File: src/rtl/serializer_pkg.sv
// serializer_pkg: state encoding and width constants shared by the serializer files.
package serializer_pkg;
    localparam int WORD_BITS = 8;
    localparam int CNT_W     = 16;
    typedef enum logic {IDLE = 1'b0, SHIFT = 1'b1} state_e;
endpackage

File: src/rtl/bit_sel8.sv
// bit_sel8: combinational 8-to-1 selector presenting one bit of the held word.
module bit_sel8
    import serializer_pkg::*;
(
    input  logic [WORD_BITS-1:0] held_word,
    input  logic [2:0]           sel,
    output logic                 sout
);
    assign sout = held_word[sel];
endmodule

File: src/rtl/serializer8_ctrl.sv
// serializer8_ctrl: 8-bit parallel-to-serial controller with a bit-rate strobe.
// Back-to-back words are accepted on the final bit, so no idle cycle separates them.
module serializer8_ctrl
    import serializer_pkg::*;
#(
    parameter bit LSB_FIRST = 1'b1
) (
    input  logic                 clk,
    input  logic                 rst,
    input  logic [WORD_BITS-1:0] din,
    input  logic                 din_valid,
    output logic                 din_ready,
    input  logic                 shift_en,
    output logic [2:0]           sel,
    output logic                 sout,
    output logic                 sout_valid,
    output logic                 last,
    output logic [CNT_W-1:0]     word_cnt
);
    state_e                 state_q, state_d;
    logic [2:0]             bcnt_q, bcnt_d;
    logic [WORD_BITS-1:0]   held_q, held_d;
    logic [CNT_W-1:0]       word_cnt_q, word_cnt_d;
    logic                   accept, done;

    always_ff @(posedge clk) begin
        if (rst) begin
            state_q    <= IDLE;
            bcnt_q     <= '0;
            held_q     <= '0;
            word_cnt_q <= '0;
        end else begin
            state_q    <= state_d;
            bcnt_q     <= bcnt_d;
            held_q     <= held_d;
            word_cnt_q <= word_cnt_d;
        end
    end

    // A word finishes on the strobe that advances past bit 7.
    assign done   = (state_q == SHIFT) && shift_en && (bcnt_q == 3'd7);
    assign accept = din_valid && din_ready;

    always_comb begin
        state_d    = accept ? SHIFT : (done ? IDLE : state_q);
        bcnt_d     = accept ? 3'd0 : ((state_q == SHIFT && shift_en) ? bcnt_q + 3'd1 : bcnt_q);
        held_d     = accept ? din : held_q;
        word_cnt_d = done ? word_cnt_q + CNT_W'(1) : word_cnt_q;
    end

    always_comb begin
        din_ready  = !rst && ((state_q == IDLE) || done);
        sout_valid = (state_q == SHIFT);
        last       = (state_q == SHIFT) && (bcnt_q == 3'd7);
        sel        = LSB_FIRST ? bcnt_q : 3'd7 - bcnt_q;
    end

    assign word_cnt = word_cnt_q;

    bit_sel8 u_bit_sel8 (
        .held_word (held_q),
        .sel       (sel),
        .sout      (sout)
    );
endmodule
File: config.mk
export PLATFORM = sky130hd
export DESIGN_NAME = serializer8_ctrl
export DESIGN_NICKNAME = d
export VERILOG_FILES = /design/src/rtl/serializer_pkg.sv /design/src/rtl/bit_sel8.sv /design/src/rtl/serializer8_ctrl.sv
export SDC_FILE = /design/constraint.sdc
export NUM_CORES = 1
export LEC_CHECK = 0
export ABC_AREA = 0
export BUFFER_PORTS_ARGS = -buffer_cell sky130_fd_sc_hd__clkbuf_2
export CORE_MARGIN = 2
export CORE_UTILIZATION = 45
export CTS_CLUSTER_DIAMETER = 150
export DETAILED_ROUTE_END_ITERATION = 7
export HOLD_SLACK_MARGIN = 0.12
export PLACE_DENSITY = 0.73
export SLEW_MARGIN = 0
export SYNTH_ARGS = -nofsm -noshare
export SYNTH_HDL_FRONTEND = slang
export SYNTH_HIERARCHICAL = 1
export SYNTH_SLANG_ARGS = --single-unit
File: constraint.sdc
create_clock -name clk -period 1.95 [get_ports clk]
set_input_delay 0.0975 -clock clk [delete_from_list [all_inputs] [get_ports clk]]
set_output_delay 0.0975 -clock clk [all_outputs]
set_load 0.03 [all_outputs]
Word-level counts from Yosys, hierarchy flattened
Cells that the tools add are included.
{"block": "classes", "n_reduce_logical": 9, "bitwise_logic": 1, "eq_ne": 1, "addsub": 2, "n_lt_le_gt_ge": 1, "muxes": 4}
{"op": "$add A16 B1 Y16 const B", "n": 1}
{"op": "$logic_and A1 B1 Y1", "n": 5}
{"op": "$lt A3 B4 Y1 const B", "n": 1}
{"op": "$add A3 B1 Y3 const B", "n": 1}
{"op": "$bmux W1 S3", "n": 1}
{"op": "$eq A3 B3 Y1 const B", "n": 1}
{"op": "$mux W1", "n": 3}
{"op": "$reduce_bool A2 Y1", "n": 1}
{"op": "$reduce_or A2 Y1", "n": 1}
{"op": "$logic_not A1 Y1", "n": 1}
{"op": "$logic_or A1 B1 Y1", "n": 1}
{"op": "$not A1 Y1", "n": 1}
{"block": "totals", "ff_bits": 28, "wordCells": 22, "out_inout_bits": 23}

Depth between registers and ports, before layout
Gate-level depths: netlist of run 1.
{"block": "depth", "depth_word": 6, "ltp_mapped": 7, "mapped_depth_nobuf": 6}

Hierarchy
Netlist of run 1, hierarchy kept.
{"module": "serializer8_ctrl", "area_each_um2": 1214.9, "seq_area_each_um2": 560.5, "cells_each": 136, "instances": 1}
{"module": "bit_sel8", "area_each_um2": 63.8, "seq_area_each_um2": 0.0, "cells_each": 3, "instances": 1}

Worst setup path after synthesis of run 1
Ideal clock, no wire load.
{"block": "synth_path", "kind": "register to register", "startpoint": "register bcnt_q[0], in the netlist sel[0]", "endpoint": "register word_cnt_q[15], in the netlist word_cnt[15]", "arrival_ns": 2.232, "path_slack_ns": -0.403, "required_time_ns": 1.829, "stages_incl_launch_ff": 7, "path_cell_list": "dfxtp_1 ha_1 ha_1 nand3_4 nor4_1 nor3b_1 mux2_2"}
{"block": "synth_between", "elab_chain_len": 2}
{"item": "from (decl)", "line_no": "serializer8_ctrl.sv:21", "text": "logic [2:0] bcnt_q, bcnt_d;"}
{"item": "from (signal assigned)", "line_no": "serializer8_ctrl.sv:34", "text": "bcnt_q <= bcnt_d;"}
{"item": "$eq A3 B3 Y1", "line_no": "serializer8_ctrl.sv:41", "text": "assign done = (state_q == SHIFT) && shift_en && (bcnt_q == 3'd7);"}
{"item": "$logic_and A1 B1 Y1", "line_no": "serializer8_ctrl.sv:41"}
{"item": "to (signal assigned)", "line_no": "serializer8_ctrl.sv:36", "text": "word_cnt_q <= word_cnt_d;"}
{"item": "to (decl)", "line_no": "serializer8_ctrl.sv:23", "text": "logic [CNT_W-1:0] word_cnt_q, word_cnt_d;"}
Every way passes these cells.
A chain may end at the register's enable or synchronous reset.

Worst setup path after layout of run 1
{"block": "layout_path", "startpoint": "register bcnt_q[0], in the netlist sel[0]", "endpoint": "output port sout"}
{"block": "layout_between", "elab_chain_len": 2}
{"item": "$bmux W1 S3", "line_no": "bit_sel8.sv:9", "text": "assign sout = held_word[sel];"}
{"item": "$mux W1 (implied by the code)", "line_no": "bit_sel8.sv:9"}
{"item": "to (decl)", "line_no": "serializer8_ctrl.sv:15", "text": "output logic sout,"}
Every way passes these cells. The select of a mux whose other input is x is not followed.

==> run summary, run 1 <==
Clock Latency Late Sink - 0.32 ns
die width - 57.3 um
Worst R2R Start - sel[0]$_SDFFE_PP0P_
antenna violations before repair - 0
synthesized-area fraction occupied by adder cells - 0.0294
vias in the first global route - 1067
Pwr Density - 564 nW/um^2
Final Skew - 0.00303 ns
placed instance count - 202
FP Rows - 19
hold path start - rst
max-slew violations - 0
Worst-path clk slew - 0.15 ns
setup violators final - 0
GPL Wtd Cong - 0.807
Vias/cell - 5.27
first-pass GRT wire length - 4420 um
most used flip-flop cell after synthesis - dfxtp_1
hold_ws - 0.175 ns
kind of critical path - flop to output port
Cell variety after synth - 32
top cells by count, synth - dfxtp_1 (28), nor2_1 (15), nand2_1 (12), o21ai_0 (12), nand2b_1 (9)
Mapped Nets - 154
Num CTS Buffers - 3
H-tree lvl count - 1
Setup crit start kind - flop
Post-synth EDFFs - 0
share of layout cells above drive strength 1 - 0.310
Total GRT Usage - 0.168
most frequent cell after synthesis - dfxtp_1
RSZ-0062 raised after global routing - no
Non-Filler Instances - 215
status - complete, no violations
max_cap viols - 0
largest net degree at the start of global routing - 34
pre-CTS WS - -0.0372 ns
achievable clock frequency - 539 MHz
I/O pin count - 35
LEAKAGE - 0.680 nW
CP required - 1.85 ns
area added between synthesis and finish - 29.6%
Initial DRC Count - 30
effective utilization at floorplan - 0.468
worst-margin pin slew - 0.645 ns
period utilization - 0.951
mapped cell area - 1280 um^2
ys async rst share - 0
simple-gate share of the synthesized area - 0.277
Syn Area/Cell - 9.20 um^2
compound-gate portion of the synthesized area - 0.0793
Cells after Synth - 139
DR vias - 1133
dpl hpwl - 1830 um
post-layout min period - 1.85 ns
number of port buffers - 34
mux share of post-synthesis cell area - 0.0998
GRT overflow - 0
Peak VDD IR - 0.330 mV
hold crit path type - input port to flop
postcts setup bufs - 0
Synth Area in XOR/XNOR - 0.0548
CTS tree - built
setup ws final - 0.0952 ns
Rel. slew slack - 0.570
worst-case clock buffer depth - 2
Routed WL - 2620 um
Residual DRC - 0
sequential-to-total area share from yosys stat - 0.438
antenna-violating nets left - 0
core box area - 2730 um^2
Worst setup EP type - output port
final hold vios - 0
FF+latch count, synth - 28
number of clock sinks - 28
antenna cells - 0
total die area - 3280 um^2
top cells by area, synth - dfxtp_1 (44%), o21ai_0 (4.7%), nand2b_1 (4.4%)
cell taking the most area after synthesis - dfxtp_1
main combinational cell family by area after synthesis - simple AND/OR/NAND/NOR gates
Yosys top cell area share - 0.438
Critical Path Fanout Max - 5
CTS root buf - clkbuf_4
TritonRoute pass-1 iters - 4
Routed WL per cell - 12.2 um
crit path from - sel[0]$_SDFFE_PP0P_
CP arrival - 1.76 ns
DIE HEIGHT - 57.3 um
Synth Warn # - 6
Final #Nets - 200
==> stage by stage <==
step / power, W / instance area [um^2] / TNS (ns) / util
2_1_floorplan: 0.000660 / 1320 / 0 / -
3_3_place_gp: 0.000687 / 1530 / 0 / 0.560
3_5_place_dp: 0.000689 / 1530 / -0.124 / 0.560
4_1_cts: 0.000945 / 1650 / 0 / 0.605
5_1_grt: 0.000979 / 1660 / 0 / 0.606
6_report: 0.000934 / 1660 / 0 / 0.606
==> sequential cells by signal (all words and copies together), names as in the netlist <==
name / count
sout_valid: 1
word_cnt: 16
sel: 3
held_q: 8
==> worst max-delay path: stages, from the launching register on <==
cell and delay [ns]:
dfxtp_4 0.42, mux4_1 0.57, mux2_2 0.27, clkbuf_2 0.18
==> placed cells by master (no fill, tap or decap), types with 3 or more instances in the layout <==
cell	instances
a21oi_1	5
buf_4	3
clkbuf_2	34
clkbuf_4	3
dfxtp_1	25
dlygate4sd3_1	9
mux2_2	4
mux2i_1	3
nand2_1	12
nand2b_1	9
nand3_1	5
nand4_1	3
nor2_1	15
nor2b_1	3
nor3_1	6
o21ai_0	12
or3_1	3
xnor2_1	4
xor2_1	4
==> final timing paths <==
kind	end	slack (ns)	depth (start not counted)
setup / recovery	sout	0.1	3
hold / removal	held_q[1]$_SDFFE_PP0P_	0.18	4
setup reg to reg	word_cnt[14]$_SDFFE_PP0P_	0.11	6
hold reg to reg	held_q[1]$_SDFFE_PP0P_	0.48	2
==> final cells by class <==
| cell class | count | area, um^2 |
|---|---|---|
| tap | 31 | 38.8 |
| timing repair buffer | 46 | 283 |
| sequential | 28 | 569 |
| clock inverter | 1 | 3.75 |
| inverter | 2 | 7.51 |
| multi-input combinational | 104 | 732 |
| fill | 256 | 1080 |
| clock buffer | 3 | 22.5 |
==> cell families after synthesis <==
kind of cell,after synthesis
xor+xnor,8
mux,9
buf+inv,7
fa+ha+maj,3
flops,28
simple gates,65
compound gates,19
==> repair_timing <==
action | CTS | global route
endpoints found under the hold margin | 9 | 0
resized for setup | 1 | 2
pin swaps | 0 | 0
setup endpoints to repair | 8 | 9
hold buffers | 9 | 0
==> power breakdown <==
| part | internal [W] | switching [W] | total [W] |
|---|---|---|---|
| Sequential | 0.000585 | 0.0000110 | 0.000596 |
| Combinational | 0.0000465 | 0.0000509 | 0.0000975 |
| Clock | 0.0000749 | 0.000166 | 0.000240 |
| Total | 0.000707 | 0.000227 | 0.000934 |
==> per-layer routing <==
layer | GRT usage | up-vias | wire length, um
li1 | - | 577 | -
met1 | 0.210 | 530 | 1230
met2 | 0.292 | 24 | 1270
met3 | 0.0295 | 2 | 101
met4 | 0.0598 | 0 | 17
met5 | 0 | - | 0
Note: power is estimated with default switching activity, not from simulation.
==> run 2, diff against run 1 <==
- GPL_TIMING_DRIVEN: default -> 0
==> run 2 against run 1 <==
Net effect: the flow now finishes with violations (setup timing); setup slack got worse by 0.10 ns; first-iteration DRC count increased by 130%; final area increased by 7.0%; routed wire length increased by 12%; clock power increased by 40%; clock skew increased by 0.0077 ns; critical path type is now flop to flop; highest routed layer unchanged.
==> run summary, run 2 (same netlist as run 1, synthesis figures left out) <==
failing checks - setup timing
worst-margin pin slew - 0.486 ns (-0.158 ns)
Residual DRC - 0 (unchanged)
number of port buffers - 34 (unchanged)
die width - 57.3 um (unchanged)
number of clock sinks - 28 (unchanged)
largest net degree at the start of global routing - 17 (-50%)
vias in the first global route - 1155 (+8.2%)
status - complete, but fails checks
LEAKAGE - 0.747 nW (+9.9%)
setup ws final - -0.00890 ns (-0.104 ns)
CTS tree - built
antenna cells - 0 (unchanged)
most frequent cells in the layout - clkbuf_2 (33), dfxtp_1 (25), nor2_1 (15), nand2_1 (12), o21ai_0 (12)
Finished Core Util - 0.649 (+0.0426)
final setup TNS - -0.00890 ns (-0.00890 ns)
number of flip-flops in the largest register - 16 (unchanged)
Final #Nets - 212 (+6.0%)
first-pass GRT wire length - 5100 um (+15%)
Worst-path clk slew - 0.16 ns (about the same)
max_cap viols - 0 (unchanged)
Most Frequent Cell on Critical Path - ha_4
cell chain of the critical path - ha_4 > ha_4 > nand3_4 > or4_4 > buf_6 > or3_4 > a21oi_2
CP arrival - 2.25 ns (+0.49 ns)
Setup crit start kind - flop
GPL Wtd Cong - 0.836 (+3.6%)
Peak VDD IR - 0.469 mV (+42%)
setup violators final - 1 (+1)
kind of critical path - flop to flop
hold crit path type - input port to flop
CP peak stage delay - 0.54 ns (-0.03 ns)
RSZ-0062 raised after global routing - yes
area added between synthesis and finish - 38.6%
Worst setup EP type - flop
DIE HEIGHT - 57.3 um (unchanged)
Final Skew - 0.0107 ns (+0.00769 ns)
antenna violations before repair - 0 (unchanged)
Clock Latency Late Sink - 0.34 ns (+0.02 ns)
Fill cells - 235 (-8.2%)
total die area - 3280 um^2 (unchanged)
CTS root buf - clkbuf_4
Num CTS Buffers - 3 (unchanged)
achievable clock frequency - 510 MHz (-5.3%)
post-layout min period - 1.96 ns (+0.104 ns)
CP required - 2.24 ns (+0.39 ns)
Initial DRC Count - 68 (+130%)
multi-input combinational cell area - 739 um^2 (+1.0%)
core box area - 2730 um^2 (unchanged)
Vias/cell - 5.17 (-1.9%)
share of layout cells above drive strength 1 - 0.352 (+0.0423)
Critical Path Fanout Max - 7 (+2)
worst-case clock buffer depth - 2 (unchanged)
max-slew violations - 0 (unchanged)
Total GRT Usage - 0.198 (+0.0300)
DR vias - 1173 (+3.5%)
sequential cell area - 569 um^2 (unchanged)
dpl hpwl - 2020 um (+10%)
final hold vios - 0 (unchanged)
Rel. slew slack - 0.676 (+0.106)
period utilization - 1.00 (+0.0534)
antenna-violating nets left - 0 (unchanged)
Tot Pwr - 0.00104 W (+11%)
FP Rows - 19 (unchanged)
commonest non-fill, non-tap cell in the layout - clkbuf_2
crit path max-delay cell type - or4_4
Routed WL per cell - 13.0 um (+6.4%)
H-tree lvl count - 1 (unchanged)
effective utilization at floorplan - 0.468 (unchanged)
GRT overflow - 0 (unchanged)
Routed WL - 2940 um (+12%)
reg2reg setup slack - -0.009 ns (-0.12 ns)
I/O pin count - 35 (unchanged)
Pwr Density - 585 nW/um^2 (+3.8%)
TritonRoute pass-1 iters - 4 (unchanged)
-- run 2: critical path: cells and delay by family, from the launching register on --
family,cells,cell delay [ns]
AOI/OAI and AO/OA,1,0.11
adders and majority gates,2,0.26
buffers and inverters,1,0.15
DFF,1,0.39
and+or+nand+nor,3,1.00
-- run 2: cell type report --
cell class	count	share of cell area
sequential	28	0.321
timing repair buffer	53	0.194
buffer	5	0.0148
multi-input combinational	104	0.417
clock buffer	4	0.0268
tap	31	0.0219
inverter	2	0.00423
-- run 2: repair_timing --
| item | in CTS | in global routing |
|---|---|---|
| gates resized for setup | 3 | 6 |
| hold endpoints to repair | 9 | 0 |
| pin swaps | 1 | 5 |
| hold buffers | 9 | 0 |
| buffers inserted | 5 | 5 |
| endpoints found under the setup margin | 14 | 5 |
-- run 2: final timing paths --
path / startpoint / endpoint / depth (start not counted)
worst max register to register: sel[0]$_SDFFE_PP0P_ / word_cnt[14]$_SDFFE_PP0P_ / 7
worst min register to register: held_q[5]$_SDFFE_PP0P_ / held_q[5]$_SDFFE_PP0P_ / 2
worst min-delay path: rst / word_cnt[15]$_SDFFE_PP0P_ / 3
worst max-delay path: sel[0]$_SDFFE_PP0P_ / word_cnt[14]$_SDFFE_PP0P_ / 7
-- run 2: power breakdown --
| group | internal, W | leakage [nW] | switching, W |
|---|---|---|---|
| Clock | 0.000157 | 0.0261 | 0.000179 |
| Sequential | 0.000585 | 0.229 | 0.0000104 |
| Combinational | 0.0000520 | 0.492 | 0.0000537 |
| Total | 0.000794 | 0.747 | 0.000243 |
-- run 2: routing by layer --
layer | global-route usage | vias up | wire [um]
met5 | 0 | - | 0
met4 | 0.0831 | 0 | 52
met3 | 0.0363 | 7 | 107
met2 | 0.361 | 26 | 1500
met1 | 0.226 | 542 | 1280
li1 | - | 598 | -
-- run 2: through the flow --
step / worst slack [ns] / cell area, um^2 / cells / hold slack [ns]
final: -0.00890 / 1770 / 227 / 0.176
after floorplan: 0.00936 / 1320 / 139 / 0.206
after CTS: 0.00315 / 1710 / 222 / 0.178
after global routing: -0.0652 / 1770 / 227 / 0.191
after global placement: -0.0761 / 1530 / 204 / 0.294
after detailed placement: -0.0636 / 1530 / 204 / 0.298
